[config.mk]
export PLATFORM = sky130hd
export DESIGN_NAME = and_unit_arbiter
export DESIGN_NICKNAME = d
export VERILOG_FILES = /design/src/rtl/and_unit_arbiter_pkg.sv /design/src/rtl/and_unit_arbiter_vec_unit.sv /design/src/rtl/and_unit_arbiter.sv
export SDC_FILE = /design/constraint.sdc
export NUM_CORES = 1
export LEC_CHECK = 0
export ABC_AREA = 1
export CAP_MARGIN = 20
export CORE_ASPECT_RATIO = 1.1
export CORE_MARGIN = 2
export CORE_UTILIZATION = 46
export DETAILED_ROUTE_END_ITERATION = 8
export PLACE_DENSITY = 0.95
export SETUP_SLACK_MARGIN = 0.1
export SYNTH_ARGS = -nofsm -noshare
export SYNTH_HDL_FRONTEND = slang
export SYNTH_SLANG_ARGS = --single-unit
[constraint.sdc]
create_clock -name clk -period 2.9 [get_ports clk]
set_clock_uncertainty 0.15 [all_clocks]
set_input_delay 0.58 -clock clk [delete_from_list [all_inputs] [get_ports clk]]
set_output_delay 0.58 -clock clk [all_outputs]
set_load 0.02 [all_outputs]
[src/rtl/and_unit_arbiter_pkg.sv]
// Shared definitions for the round-robin AND-unit arbiter: FSM state encoding
// and a constant-evaluable ceiling-log2 helper.
package and_unit_arbiter_pkg;

  typedef enum logic [1:0] {
    ST_IDLE = 2'd0,
    ST_EXEC = 2'd1,
    ST_RESP = 2'd2
  } state_t;

  function automatic int unsigned clog2_f(input int unsigned value);
    int unsigned res;
    res = 0;
    while ((32'd1 << res) < value) res++;
    return res;
  endfunction

endpackage

[src/rtl/and_unit_arbiter_vec_unit.sv]
// Registered WIDTH-bit bitwise AND; the datapath shared by all requesters.
module and_vec_unit #(
  parameter int WIDTH = 8
) (
  input  logic             clk,
  input  logic             rst,
  input  logic [WIDTH-1:0] a,
  input  logic [WIDTH-1:0] b,
  output logic [WIDTH-1:0] y
);

  always_ff @(posedge clk) begin
    if (rst) y <= '0;
    else     y <= a & b;
  end

endmodule

[src/rtl/and_unit_arbiter.sv]
// Round-robin arbiter sharing one registered AND unit among NUM_REQ requesters,
// returning result plus requester ID over a valid/ready handshake.
module and_unit_arbiter
  import and_unit_arbiter_pkg::*;
#(
  parameter  int NUM_REQ = 4,
  parameter  int WIDTH   = 8,
  localparam int IDW     = clog2_f(NUM_REQ)
) (
  input  logic                     clk,
  input  logic                     rst,
  input  logic [NUM_REQ-1:0]       req,
  input  logic [NUM_REQ*WIDTH-1:0] op_a,
  input  logic [NUM_REQ*WIDTH-1:0] op_b,
  output logic [NUM_REQ-1:0]       gnt,
  output logic                     busy,
  output logic [WIDTH-1:0]         result,
  output logic [IDW-1:0]           result_id,
  output logic                     result_valid,
  input  logic                     result_ready
);

  state_t           state, state_nx;
  logic [IDW-1:0]   rr_ptr, win_id, pick_id;
  logic             pick_found;
  logic [NUM_REQ-1:0] req_rot;
  logic [WIDTH-1:0] a_lat, b_lat, pick_a, pick_b;
  int unsigned      sum_idx;

  // Rotating req by rr_ptr turns "first set bit from rr_ptr, wrapping" into a
  // plain lowest-index scan; the index is rotated back afterwards.
  always_comb begin
    req_rot    = NUM_REQ'({req, req} >> rr_ptr);
    pick_found = 1'b0;
    pick_id    = '0;
    sum_idx    = 0;
    for (int unsigned i = 0; i < NUM_REQ; i++) begin
      if (!pick_found && req_rot[i]) begin
        pick_found = 1'b1;
        sum_idx    = 32'(rr_ptr) + i;
        if (sum_idx >= NUM_REQ) sum_idx = sum_idx - NUM_REQ;
        pick_id    = IDW'(sum_idx);
      end
    end
  end

  always_comb begin
    pick_a = '0;
    pick_b = '0;
    for (int unsigned j = 0; j < NUM_REQ; j++) begin
      if (pick_id == IDW'(j)) begin
        pick_a = op_a[j*WIDTH +: WIDTH];
        pick_b = op_b[j*WIDTH +: WIDTH];
      end
    end
  end

  always_ff @(posedge clk) begin
    if (rst) state <= ST_IDLE;
    else     state <= state_nx;
  end

  always_comb begin
    state_nx = state;
    unique case (state)
      ST_IDLE: if (pick_found)   state_nx = ST_EXEC;
      ST_EXEC:                   state_nx = ST_RESP;
      ST_RESP: if (result_ready) state_nx = ST_IDLE;
      default:                   state_nx = ST_IDLE;
    endcase
  end

  always_comb begin
    busy         = (state != ST_IDLE);
    result_valid = (state == ST_RESP);
    for (int unsigned k = 0; k < NUM_REQ; k++) begin
      gnt[k] = (state == ST_EXEC) && (win_id == IDW'(k));
    end
  end

  always_ff @(posedge clk) begin
    if (rst) begin
      rr_ptr <= '0;
      win_id <= '0;
      a_lat  <= '0;
      b_lat  <= '0;
    end else begin
      if (state == ST_IDLE && pick_found) begin
        win_id <= pick_id;
        a_lat  <= pick_a;
        b_lat  <= pick_b;
      end
      if (state == ST_RESP && result_ready) begin
        rr_ptr <= (win_id == IDW'(NUM_REQ - 1)) ? '0 : win_id + IDW'(1);
      end
    end
  end

  and_vec_unit #(.WIDTH(WIDTH)) u_and (
    .clk (clk),
    .rst (rst),
    .a   (a_lat),
    .b   (b_lat),
    .y   (result)
  );

  assign result_id = win_id;

endmodule
==> results.md <==
- Status: complete, no violations
- Worst-case clock buffer depth: 2
- CP Launch Type: input pin
- Period Utilization, post-route: 0.888
- Nets@finish: between 400 and 500
- Critical Path End Type: register
- Lkg Pwr: 1.31 nW
- Slew Limit Fails: 0
- Critical path class: input pin to register
- Max Cap Viol: 0
- CTS Buf Count: 5
- GRT Total Usage: 0.260
- Crit Path Max Fanout: 12
- Fill count: between 300 and 400
- Clk root buf: clkbuf_8
- Crit path arrival time: between 2 and 3 ns
- Area grow syn2layout: 50.8%
- DP HPWL: between 4000 and 5000 um
- DRT Pass-1 Iters: 4
- Die Ht: 72.9 um
- DRT iter0 DRCs: about 220
- Post-synthesis sequential area ratio: 0.302
- Initial core utilization: 0.471
- Critical path cell sequence: clkdlybuf4s50_1 -> inv_1 -> nand2_1 -> nand3_2 -> nand2_4 -> inv_1 -> nand2_1 -> nor2_2 -> nand3_1 -> nand2_2 -> nor2_2 -> nand2_1 -> nand4_1 -> nand2_1 -> nand2_1
- Clock Latency Late Sink: just under 0.3 ns
- Top delay family on crit path: simple AND/OR/NAND/NOR gates
- Critical path's largest stage delay: 0.50 ns
- Initial antenna violation count: 0
- Most common cell after layout, fill and taps aside: nand2_1
- Met1 WL: 2130 um
- Core area: between 4000 and 5000 sq um
- Most used cell, CP: nand2_1
- Crit path required time: between 2 and 3 ns
- DIE AREA: between 4000 and 5000 sq um
- Most used DFF post-synth: dfxtp_1
- Min cycle time layout: 2.58 ns
- Resize count post-CTS: 0
- CP max-delay cell: clkdlybuf4s50_1
- Mapped Area: 1990 sq um
- Final setup fails: 0
- WP buf/inv: 3
- Port Buffer Count: 86
- Actual slew at the worst max-slew pin: ~0.49 ns
- Antenna viol nets, final: 0
- Vias in the first global route: approximately 2,200
- Yosys warnings: 0
- Synthesized area per cell: 6.58 sq um
- Share of post-route cells with drive strength above 1: 0.125
- Num Clock Sinks: 30
- DRC violations left: 0
- Hold Vio Cnt, Final: 0
- WL met2: around 3100 um
- CTS H-Tree Depth: 2
- Hold Path Class: register to register
- Die width: 66.7 um
- FF+latch count, synth: 30
- Cells after synthesis: around 300
- Final wirelength: between 5000 and 6000 um
- Avg WL per Cell: around 13 um
- Clock transition at the registers of the reported paths: 0.07 ns
- Top sig layer: met4
- Worst IR Drop VDD: around 320 uV
- Routed via count: between 2,000 and 2,500
- First-pass GRT wire length: roughly 9500 um
- Peak Freq: ~390 MHz
- Synth cell types: 30
- RSZ-0062 raised after global routing: false
- Hold buffers post-CTS: 0
- Fin Setup TNS: 0 ns
- Max-slew headroom: 0.671
- Tot Pwr: 1.49 mW
- CTS tree: done
- Synthesized net count: approximately 380
- Asr flop ratio synth: 0
- Rows: 25
- Most frequent cells in the layout: 90 x nand2_1, 86 x clkdlybuf4s50_1, 41 x nand3_1
- GP Congestion: between 0.9 and 1
- Ports: a little under 90
- Post-CTS Setup Bufs: 0
- Met3 wire length: ~460 um
- Largest net degree at the start of global routing: 19
- Grt ovf: 0
- Post-synth EDFFs: 0
- Power Density: slightly below 500 nW/um^2
- Vias/cell: roughly 5.2
- ANT cells: 0
cell families (layout without fill, tap and decap cells):
kind of cell	after synthesis	count (layout)	synth area share
DFF	30	30	0.302
xor gates and xnor gates	1	1	0.00441
and+or+nand+nor	193	193	0.476
adders and majority gates	4	4	0.0252
buffers and inverters	40	130	0.0913
AOI/OAI and AO/OA	34	34	0.101
final timing paths:
kind,cells past startpoint,slack [ns],end,from
max,15,0.32,b_lat[0],req[3]
min,2,0.29,u_and.y[5],b_lat[5]
max reg2reg,14,0.47,b_lat[0],rr_ptr[0]
min reg2reg,2,0.29,u_and.y[5],b_lat[5]
layout make-up:
cell class	count	area, sq um	area share
Clock buffer	6	82.6	0.0276
Timing Repair Buffer	93	913	0.305
Tap cell	54	67.6	0.0226
Clock inverter	2	12.5	0.00418
Multi-Input combinational cell	232	1200	0.402
Sequential cell	30	601	0.201
Inverter	29	114	0.0380
worst min-delay path, stage by stage, from the launching register on:
cell and delay [ns]:
dfxtp_1 0.31, nand2_1 0.05, nor2_1 0.03
cell usage after synthesis, types with 4 or more instances:
cell | instances | area (sq um)
nand3_2 | 5 | 50.1
nand3_1 | 41 | 205
o21ai_1 | 8 | 40.0
nand4_1 | 5 | 31.3
nand3b_1 | 4 | 30.0
nand2_2 | 7 | 43.8
dfxtp_1 | 30 | 601
a21oi_1 | 10 | 50.1
inv_1 | 23 | 86.3
nor2_2 | 4 | 25.0
o21ai_0 | 10 | 50.1
nor2_4 | 5 | 56.3
or2_0 | 4 | 25.0
nor2_1 | 24 | 90.1
buf_4 | 4 | 30.0
ha_1 | 4 | 50.1
inv_2 | 4 | 15.0
nand2_1 | 90 | 338
metrics by stage:
step / util / area, sq um / hold WS, ns / std cells / worst slack [ns]
after global routing: 0.709 / 3000 / 0.299 / 446 / 0.110
after CTS: 0.709 / 3000 / 0.287 / 446 / 0.329
after detailed placement: 0.687 / 2900 / 0.278 / 438 / 0.0353
final: 0.709 / 3000 / 0.286 / 446 / 0.324
after floorplan: - / 1990 / 0.260 / 302 / 0.851
after global placement: 0.687 / 2900 / 0.265 / 438 / 0.135
power breakdown:
group          internal (mW)  switching [mW]
sequential             0.473          0.0429
clock                  0.190           0.169
combinational          0.268           0.344
flip-flops by register name (all words and copies together), names as in the netlist:
signal,flops
rr_ptr,2
a_lat,8
b_lat,8
state,2
result_id,2
u_and.y,8
metal layers:
layer  global-route usage  vias to the layer above
met5                    0                        -
met4                0.129                        0
met3               0.0648                       17
met2                0.472                      101
met1                0.277                     1029
li1                     -                     1151
(Power assumes the default switching activity.)
